### config.mk
export PLATFORM = sky130hd
export DESIGN_NAME = fifo_fill_ctrl_flat
export DESIGN_NICKNAME = d
export VERILOG_FILES = /design/src/rtl/fifo_fill_pkg.sv /design/src/rtl/fifo_fill_if.sv /design/src/rtl/fifo_fill_datagen.sv /design/src/rtl/fifo_fill_ctrl.sv /design/src/flat_wrapper.sv
export SDC_FILE = /design/constraint.sdc
export NUM_CORES = 1
export LEC_CHECK = 0
export ABC_AREA = 1
export BUFFER_PORTS_ARGS = -buffer_cell sky130_fd_sc_hd__buf_2
export CAP_MARGIN = 20
export CORE_MARGIN = 2
export CORE_UTILIZATION = 40
export CTS_CLUSTER_SIZE = 40
export DETAILED_ROUTE_END_ITERATION = 7
export SYNTH_ARGS = -nofsm -noshare
export SYNTH_HDL_FRONTEND = slang
export SYNTH_HIERARCHICAL = 1
export SYNTH_SLANG_ARGS = --single-unit
### constraint.sdc
create_clock -name clk -period 2 [get_ports clk]
set_input_delay 0.2 -clock clk [delete_from_list [all_inputs] [get_ports clk]]
set_output_delay 0.2 -clock clk [all_outputs]
set_load 0.05 [all_outputs]
### src/rtl/fifo_fill_pkg.sv
// Shared types and constants for the FIFO fill controller.
//   state_e       : controller FSM state encoding
//   MODE_CONST/INCR: data source select values
//   marks_legal() : elaboration-time watermark sanity check
package fifo_fill_pkg;

  typedef enum logic [1:0] {
    StIdle  = 2'd0,
    StWrite = 2'd1,
    StWait  = 2'd2
  } state_e;

  localparam logic MODE_CONST = 1'b0;
  localparam logic MODE_INCR  = 1'b1;

  // Watermarks must satisfy 0 <= low < high <= max occupancy (2^cnt_w - 1).
  function automatic bit marks_legal(input int unsigned high_mark,
                                     input int unsigned low_mark,
                                     input int unsigned cnt_w);
    int unsigned max_words;
    max_words = (32'd1 << cnt_w) - 32'd1;
    return (low_mark < high_mark) && (high_mark <= max_words);
  endfunction

endpackage

### src/rtl/fifo_fill_if.sv
// Write-side FIFO bus between the fill controller and the FIFO.
//   wr_en      : write strobe (controller -> FIFO)
//   fifo_data  : write data, valid while wr_en = 1 (controller -> FIFO)
//   fifo_words : current FIFO occupancy (FIFO -> controller)
//   fifo_full  : FIFO full flag, hard write gate (FIFO -> controller)
// master = controller side, slave = FIFO side.
interface fifo_fill_if #(
  parameter int unsigned DATA_W = 8,
  parameter int unsigned CNT_W  = 4
);

  logic              wr_en;
  logic [DATA_W-1:0] fifo_data;
  logic [CNT_W-1:0]  fifo_words;
  logic              fifo_full;

  modport master (
    output wr_en,
    output fifo_data,
    input  fifo_words,
    input  fifo_full
  );

  modport slave (
    input  wr_en,
    input  fifo_data,
    output fifo_words,
    output fifo_full
  );

endinterface

### src/rtl/fifo_fill_datagen.sv
// Write-data generator for the FIFO fill controller.
// Holds the data register presented on the FIFO write bus.
//   clk_i, rst_ni : clock, asynchronous active-low reset
//   wr_en_i       : a write is accepted this cycle (advances INCR data)
//   mode_i        : MODE_CONST holds PATTERN, MODE_INCR counts per write
//   dreg_o        : current data register value
module fifo_fill_datagen
  import fifo_fill_pkg::*;
#(
  parameter int unsigned       DATA_W  = 8,
  parameter logic [DATA_W-1:0] PATTERN = 8'hAA
) (
  input  logic              clk_i,
  input  logic              rst_ni,
  input  logic              wr_en_i,
  input  logic              mode_i,
  output logic [DATA_W-1:0] dreg_o
);

  logic [DATA_W-1:0] dreg_q, dreg_d;
  logic              mode_q, mode_d;
  logic              mode_changed;

  assign mode_changed = (mode_i != mode_q);

  always_comb begin
    mode_d = mode_i;
    dreg_d = dreg_q;
    if (mode_changed && (dreg_q != PATTERN)) begin
      // Any mode switch restarts the sequence from PATTERN; the write (if any)
      // in this cycle still used the old value.
      dreg_d = PATTERN;
    end else if (mode_i == MODE_CONST) begin
      dreg_d = PATTERN;
    end else if (wr_en_i) begin
      // Natural wrap modulo 2^DATA_W.
      dreg_d = dreg_q + DATA_W'(1);
    end
  end

  always_ff @(posedge clk_i or negedge rst_ni) begin
    if (!rst_ni) begin
      dreg_q <= PATTERN;
      mode_q <= MODE_CONST;
    end else begin
      dreg_q <= dreg_d;
      mode_q <= mode_d;
    end
  end

  assign dreg_o = dreg_q;

endmodule

### src/rtl/fifo_fill_ctrl.sv
// FIFO producer controller with watermark hysteresis.
// Writes into a downstream FIFO until occupancy reaches HIGH_MARK, then waits
// until it drains to LOW_MARK before writing again.
//   clk      : clock, rising edge
//   rst_n    : asynchronous active-low reset
//   enable   : run request; low forces IDLE from any state
//   mode     : data source, MODE_CONST or MODE_INCR
//   fifo     : write-side FIFO bus (wr_en/fifo_data out, fifo_words/fifo_full in)
//   wr_count : accepted writes since reset, wraps modulo 2^WCNT_W
//   hi_evt   : one-cycle pulse after a WRITE -> WAIT transition
module fifo_fill_ctrl
  import fifo_fill_pkg::*;
#(
  parameter int unsigned       DATA_W    = 8,
  parameter int unsigned       CNT_W     = 4,
  parameter int unsigned       HIGH_MARK = 5,
  parameter int unsigned       LOW_MARK  = 2,
  parameter logic [DATA_W-1:0] PATTERN   = 8'hAA,
  parameter int unsigned       WCNT_W    = 16
) (
  input  logic              clk,
  input  logic              rst_n,
  input  logic              enable,
  input  logic              mode,
  fifo_fill_if.master       fifo,
  output logic [WCNT_W-1:0] wr_count,
  output logic              hi_evt
);

  if (!marks_legal(HIGH_MARK, LOW_MARK, CNT_W)) begin : g_bad_marks
    $error("fifo_fill_ctrl: need 0 <= LOW_MARK < HIGH_MARK <= 2^CNT_W-1");
  end

  localparam logic [CNT_W-1:0] HighMark = CNT_W'(HIGH_MARK);
  localparam logic [CNT_W-1:0] LowMark  = CNT_W'(LOW_MARK);

  state_e            state_q, state_d;
  logic              hi_evt_q, hi_evt_d;
  logic [WCNT_W-1:0] wr_count_q, wr_count_d;
  logic              wr_en;
  logic              at_high;
  logic              at_low;
  logic [DATA_W-1:0] dreg;

  // >= rather than == so an occupancy that overshoots the mark still stops us.
  assign at_high = (fifo.fifo_words >= HighMark);
  assign at_low  = (fifo.fifo_words <= LowMark);

  // Occupancy lags writes by a cycle; the at_high term blocks the write in
  // the cycle the count first reports HIGH_MARK.
  assign wr_en = (state_q == StWrite) && !fifo.fifo_full && !at_high;

  always_comb begin
    state_d  = state_q;
    hi_evt_d = 1'b0;
    if (!enable) begin
      // Disable wins over the watermark: no hi_evt when both coincide.
      state_d = StIdle;
    end else begin
      unique case (state_q)
        StIdle: state_d = StWrite;
        StWrite: begin
          if (at_high) begin
            state_d  = StWait;
            hi_evt_d = 1'b1;
          end
        end
        StWait: begin
          if (at_low) begin
            state_d = StWrite;
          end
        end
        default: state_d = StIdle;
      endcase
    end
  end

  always_comb begin
    wr_count_d = wr_count_q;
    if (wr_en) begin
      wr_count_d = wr_count_q + WCNT_W'(1);
    end
  end

  always_ff @(posedge clk or negedge rst_n) begin
    if (!rst_n) begin
      state_q    <= StIdle;
      hi_evt_q   <= 1'b0;
      wr_count_q <= '0;
    end else begin
      state_q    <= state_d;
      hi_evt_q   <= hi_evt_d;
      wr_count_q <= wr_count_d;
    end
  end

  fifo_fill_datagen #(
    .DATA_W  (DATA_W),
    .PATTERN (PATTERN)
  ) u_datagen (
    .clk_i   (clk),
    .rst_ni  (rst_n),
    .wr_en_i (wr_en),
    .mode_i  (mode),
    .dreg_o  (dreg)
  );

  assign fifo.wr_en     = wr_en;
  assign fifo.fifo_data = dreg;
  assign wr_count       = wr_count_q;
  assign hi_evt         = hi_evt_q;

endmodule

### src/flat_wrapper.sv
// flat-port wrapper written by rule: the top's interface ports become plain ports
module fifo_fill_ctrl_flat import fifo_fill_pkg::*;
#(
  parameter int unsigned       DATA_W    = 8,
  parameter int unsigned       CNT_W     = 4,
  parameter int unsigned       HIGH_MARK = 5,
  parameter int unsigned       LOW_MARK  = 2,
  parameter logic [DATA_W-1:0] PATTERN   = 8'hAA,
  parameter int unsigned       WCNT_W    = 16
)
  (clk, rst_n, enable, mode, wr_count, hi_evt, fifo_wr_en, fifo_fifo_data, fifo_fifo_words, fifo_fifo_full);
  fifo_fill_if #(.DATA_W(DATA_W), .CNT_W(CNT_W)) fifo_i ();
  input  logic clk;
  input  logic rst_n;
  input  logic enable;
  input  logic mode;
  output logic [WCNT_W-1:0] wr_count;
  output logic hi_evt;
  output wire logic [$bits(fifo_i.wr_en)-1:0] fifo_wr_en;
  output wire logic [$bits(fifo_i.fifo_data)-1:0] fifo_fifo_data;
  input wire logic [$bits(fifo_i.fifo_words)-1:0] fifo_fifo_words;
  input wire logic [$bits(fifo_i.fifo_full)-1:0] fifo_fifo_full;
  assign fifo_wr_en = fifo_i.wr_en;
  assign fifo_fifo_data = fifo_i.fifo_data;
  assign fifo_i.fifo_words = fifo_fifo_words;
  assign fifo_i.fifo_full = fifo_fifo_full;
  fifo_fill_ctrl #(.DATA_W(DATA_W), .CNT_W(CNT_W), .HIGH_MARK(HIGH_MARK), .LOW_MARK(LOW_MARK), .PATTERN(PATTERN), .WCNT_W(WCNT_W)) u_core (.clk(clk), .rst_n(rst_n), .enable(enable), .mode(mode), .fifo(fifo_i), .wr_count(wr_count), .hi_evt(hi_evt));
endmodule
== Word level (Yosys, flattened, before mapping) ==
Cells that the tools add are included.
Operators by class
  $add $sub $neg: 2
  magnitude comparators: 2
  equal/unequal tests: 7
  mux-type cells: 10
  reduce and logical (&&, ||, !) cells: 7
Operators with widths (count)
  8-bit two-way mux: 3
  16-bit by 1-bit adder with 16-bit output (second input constant): 1
  8-bit by 1-bit adder with 8-bit output (second input constant): 1
  8-bit != test (second input constant): 1
  2-bit two-way mux: 3
  3-bit by 2-bit != test with 1-bit output (second input constant): 2
  2-bit one-hot mux with 3 select lines: 1
  4-bit by 3-bit greater-or-equal comparator with 1-bit output (second input constant): 1
  4-bit by 2-bit less-or-equal comparator with 1-bit output (second input constant): 1
  1-bit logical AND: 3
  1-bit two-way mux: 3
  3-bit by 1-bit != test with 1-bit output (second input constant): 1
  2-bit by 1-bit == test with 1-bit output (second input constant): 1
  2-bit == test (second input constant): 1
  1-bit logical NOT: 2
  2-bit logical NOT: 1
  2-bit AND reduction: 1
  1-bit != test: 1
Word-level totals
  flip-flop bits (word level): 28
  input bits: 9
  output and inout bits: 26
  word-level logic and storage cells: 33

== Logic depth before layout (Yosys ltp) ==
  depth in word-level cells: 6
  gate-level depth with buffers: 10
  gate-level depth less buffers: 10

== Hierarchy ==
Netlist, hierarchy kept.
By module, submodules not included
  fifo_fill_ctrl: instances 1, cells an instance 127, area each 1016.0 um2
  fifo_fill_datagen: instances 1, cells an instance 86, area each 595.6 um2

== Worst setup path before layout ==
OpenSTA, ideal clock, no wires.
  kind: register to register
  start: register u_core.state_q[0]
  end: register u_core.u_datagen.dreg_q[2] (netlist: u_core/u_datagen/dreg_o[2])
  setup time: 0.119 ns
  data arrival time: 1.686 ns
  slack: 0.196 ns
  stages on the path, launching flop included: 9
  buffers on the path: 0
  clock period less this slack: 1.804 ns
  path through: dfrtp_1 nand2_1 nor2_1 nand2_2 clkinv_1 nor2_2 nand2_2 nand3_1 nand2_1
On the way
  cells in the longest elaborated chain, start to end: 4
Ends and longest elaborated chain
  start: declaration: RTL line fifo_fill_ctrl.sv:37  | state_e state_q, state_d;
  start signal: assignment: RTL line fifo_fill_ctrl.sv:87  | state_q <= StIdle;
  start signal: assignment: RTL line fifo_fill_ctrl.sv:91  | state_q <= state_d;
  2-bit by 1-bit == test with 1-bit output: RTL line fifo_fill_ctrl.sv:51  | assign wr_en = (state_q == StWrite) && !fifo.fifo_full && !at_high;
  1-bit logical AND (2 in series): RTL line fifo_fill_ctrl.sv:51
  via fifo_wr_en: RTL line flat_wrapper.sv:19  | output wire logic [$bits(fifo_i.wr_en)-1:0] fifo_wr_en;
  3-bit by 1-bit != test with 1-bit output (no source line)
  end signal: assignment: RTL line fifo_fill_datagen.sv:46  | dreg_q <= dreg_d;
  end: declaration: RTL line fifo_fill_datagen.sv:20  | logic [DATA_W-1:0] dreg_q, dreg_d;
The timed path passes the listed nets, and every way through them passes these cells.
A chain may end at the register's enable or synchronous reset.

== Worst setup path in the final report ==
  start: register u_core.state_q[1]
  end: output port fifo_wr_en
On the way
  cells in the longest elaborated chain, start to end: 3
Ends and longest elaborated chain (RTL line)
  2-bit by 1-bit == test with 1-bit output: fifo_fill_ctrl.sv:51
  1-bit logical AND (2 in series): fifo_fill_ctrl.sv:51
  end: declaration: flat_wrapper.sv:19
Every way passes these cells.

==> summary by stage <==
Floorplan
The area of the core region is roughly 3900 um2. After floorplanning, the core was divided into 23 placement rows. The initial cell density of the core is between 40% and 50%. The area enclosed by the die boundary is 4550 um2. The overall die width is 67.5 um. In this run the count of I/O pins placed on the die edge is 35. The die extent in y is about 67 um.

STA
Across the routed clock network, the largest skew measured is about 1.8 ps. Setup total negative slack on the finished layout was measured at 0 ps. The slew at the pin closest to its max-slew limit is about 630 ps. The shortest period the worst path allows is 1780 ps. Setup repair after global routing left no endpoint under its margin. The tightest hold path in the finished design has a slack of around 130 ps. In this run the tightest slew margin relative to its limit is 58.1%. Derived from the worst setup path, the maximum achievable clock frequency is between 0.5 and 0.6 GHz.

Setup violations remaining at the end of the flow were counted as 0. The number of hold-slack violations in the final timing report is 0. In the finished design, the share of the clock period the worst path needs comes to between 80% and 90%. The number of max-slew violations in the final report is 0.

Global routing
The number of antenna violations at the first check in global routing is 0. The total grt overflow is 0. The total routing usage reported by global routing is between 10% and 20%. The number of global-route vias before repair came to about 1.3k. Entering global routing, the biggest net connects 29 pins. The first global-routing pass estimated 5.68 mm of wire.

Cells and area
The fraction of layout instances using a drive strength above 1 is 24.7%. The growth of design area from synthesis to finish is 17.5%. The count of nets after finishing is around 260.

The repair_antennas step left the layout with diodes totalling 0.

Yosys
Yosys mapped a number of flops with a built-in enable equal to 0. Counting flops and latches in the post-synthesis netlist gives 28. In the post-synthesis netlist, the cell with the most instances is sky130_fd_sc_hd__nand2_1. Synthesis produced a netlist whose cell count is 213. The warning count from the yosys run is 6.

The unique cell type count in the Yosys netlist is 23. By area the synthesized netlist is led by sky130_fd_sc_hd__dfrtp_1 37%, sky130_fd_sc_hd__nand2_1 17%, sky130_fd_sc_hd__dfstp_2 6.5%. After synthesis, flip-flops and latches occupy between 40% and 50% of the total area.

The mean cell area of the mapped netlist is 7.57 um2. Of all cell types, the one taking the most synthesized area is sky130_fd_sc_hd__dfrtp_1. The share of Yosys cell area claimed by the top area cell type is 37.3%. The most used flip-flop cell after synthesis is sky130_fd_sc_hd__dfrtp_1. The total standard cell area after synthesis is 1610 um2. The fraction of synthesis flops using an asynchronous set or reset pin is 100%.

In the synthesized netlist, the cells that appear most often are 73 x sky130_fd_sc_hd__nand2_1, 24 x sky130_fd_sc_hd__dfrtp_1, 24 x sky130_fd_sc_hd__nor2_1, 19 x sky130_fd_sc_hd__inv_1, 16 x sky130_fd_sc_hd__nand3_1. Counting every net in the synthesized netlist gives 225.

CTS
The CTS buffer count is 3. The later pin in the worst-skew pair is clocked with a latency of 280 ps. TritonCTS built the clock tree. The clock passes through at most 2 buffers.

The count of buffers added by post-CTS timing repair for setup is 0. Clock tree synthesis selected as its root buffer the cell sky130_fd_sc_hd__clkbuf_8. The post-cts resize count is 0. The number of H-tree branching levels is 1. Clock-pin slew was measured on the worst setup and hold paths at roughly 100 ps. The number of clock sinks is 28.

Power
The highest ir drop seen on vdd is roughly 0.80 mV. The analysis attributes to net switching a power of just over 0.7 mW. The power density normalized to cell area is a little under 900 nW/um2. The standby leakage power is 0.964 nW. The clock network fraction of total power is between 20% and 30%. The share of power burned in registers is ~44%.

The combinational cell fraction of total power is between 30% and 40%. The internal portion of the total power is approximately 0.97 mW. Net switching is a little over two fifths of the power.

Placed design
The congestion estimate from routability-driven global placement came to around 0.75. In this run the tool buffered the top-level ports with 34 buffer cells. The total half-perimeter wirelength after legalization and detailed placement is between 2 and 2.5 mm.

Setup path
The arrival time at the worst endpoint is 1580 ps. The critical path required time is roughly 1800 ps. The startpoint kind of the worst setup timing path is a register. The highest-delay cell along the critical path is sky130_fd_sc_hd__dfrtp_1. The critical path is of the register to primary output type.

The top fanout value on the critical path is 8. The endpoint type of the worst setup path is a primary output. The largest single stage delay on the critical path is roughly 370 ps. Walking the worst path, the cells encountered are inv_1, nand2_1, nor2_1, nand2_2, clkinv_1, buf_4, buf_2.

Drt
The average via count per standard cell is 4.70. For this block, the routed nets add up to roughly 3.3 mm of wire. The remaining antenna violation count after routing is 0. After the first detailed-routing iteration, the DRC count stood at between 50 and 60. The post-detailed-route DRC marker count is 0. In the final routed layout, each cell accounts on average for between 10 and 15 um. The detailed-route via count is 1415.

The first detailed-routing pass ran for 5 iterations.

Status
The run finished with clean final reports.

Job
The tool flagged a number of max-cap violations equal to 0.

Min path
The worst hold path belongs to the class input pin to register.
-- routing by layer --
layer	wire, um	track usage (%)
met4	57	6.89
met5	0	0
met3	99	2.00
met2	1550	26.3
met1	1640	22.1
-- worst paths after layout --
check	to	cells past startpoint	start	slack (ps)
worst max register to register	u_core/u_datagen/dreg_o[2]$_DFFE_PN0P_	8	u_core/u_datagen/dreg_o[1]$_DFFE_PN1P_	450
min in group asynchronous	u_core/wr_count[15]$_DFFE_PN0P_	2	rst_n	470
max in group asynchronous	u_core/wr_count[7]$_DFFE_PN0P_	2	rst_n	1120
worst min-delay path	u_core/u_datagen/mode_q$_DFF_PN0_	1	mode	130
worst min register to register	u_core/u_datagen/dreg_o[3]$_DFFE_PN1P_	2	u_core/u_datagen/dreg_o[3]$_DFFE_PN1P_	510
worst max-delay path	fifo_wr_en	7	u_core/state_q[1]$_DFFE_PN0P_	220
-- worst max-delay path, delay by kind of cell, from the launching register on --
family / cells / cell delay, ps
buffers and inverters: 4 / 660
DFF: 1 / 370
and+or+nand+nor: 3 / 270
-- sequential cells by signal (all words and copies together), names as in the netlist --
register / count
u_core/wr_count: 16
u_core/u_datagen/mode_q: 1
u_core/hi_evt: 1
u_core/state_q: 2
u_core/u_datagen/dreg_o: 8
-- per-stage QoR --
stage	worst slack (ps)	power (mW)	util [%]	cells	instance area, um2
6_report	219	1.70	48.0	301	1890
5_1_grt	99.7	1.79	48.0	301	1890
4_1_cts	195	1.71	48.0	301	1890
3_5_place_dp	470	1.34	46.4	296	1830
3_3_place_gp	448	1.34	46.4	296	1830
2_1_floorplan	196	1.20	-	213	1610
-- cells by family after synthesis --
kind of cell | Yosys count | share of synthesized area (%)
AND/OR/NAND/NOR | 140 | 38.6
adder cells (fa/ha/maj) | 3 | 2.33
flip-flops | 28 | 43.8
AO/OA/AOI/OAI | 8 | 2.80
buffers and inverters | 23 | 6.52
XOR/XNOR | 11 | 5.98
-- repair_timing --
| item | 4_1_cts | 5_1_grt |
|---|---|---|
| endpoints found under the setup margin | 0 | 0 |
| hold buffers | 1 | 0 |
| endpoints found under the hold margin | 24 | 0 |
-- cell type report --
class	count	area, um2
fill	402	2050
multi-input combinational	162	801
sequential	28	706
timing repair buffer	37	195
inverter	20	75.1
tap	50	62.6
clock buffer	4	55.1
-- power groups by stage --
| stage | Combinational (mW) | Sequential, mW | Clock (mW) |
|---|---|---|---|
| 6_report | 0.585 | 0.750 | 0.360 |
| 5_1_grt | 0.632 | 0.764 | 0.395 |
| 4_1_cts | 0.588 | 0.750 | 0.369 |
| 3_5_place_dp | 0.587 | 0.757 | 0 |
| 3_3_place_gp | 0.582 | 0.761 | 0 |
| 2_1_floorplan | 0.217 | 0.985 | 0 |
-- cells in the final DEF (no fill, tap or decap) --
cell type,count
sky130_fd_sc_hd__inv_1,19
sky130_fd_sc_hd__clkbuf_8,4
sky130_fd_sc_hd__nand3b_1,3
sky130_fd_sc_hd__nand4_1,2
sky130_fd_sc_hd__a21boi_0,1
sky130_fd_sc_hd__a211oi_1,1
sky130_fd_sc_hd__nand2_2,5
sky130_fd_sc_hd__dfstp_2,4
sky130_fd_sc_hd__or2_2,2
sky130_fd_sc_hd__ha_1,3
sky130_fd_sc_hd__nor2_2,9
sky130_fd_sc_hd__o21ai_1,2
sky130_fd_sc_hd__xnor2_1,3
sky130_fd_sc_hd__nor3_1,4
sky130_fd_sc_hd__nor2_1,24
sky130_fd_sc_hd__nand2_1,73
sky130_fd_sc_hd__nand3_1,16
sky130_fd_sc_hd__clkinv_1,1
sky130_fd_sc_hd__dlygate4sd3_1,1
sky130_fd_sc_hd__o21ai_0,4
sky130_fd_sc_hd__xor2_1,8
sky130_fd_sc_hd__buf_2,34
sky130_fd_sc_hd__buf_4,2
sky130_fd_sc_hd__dfrtp_1,24
sky130_fd_sc_hd__nor2_4,2
No activity file was read; power rests on OpenSTA's default activity.
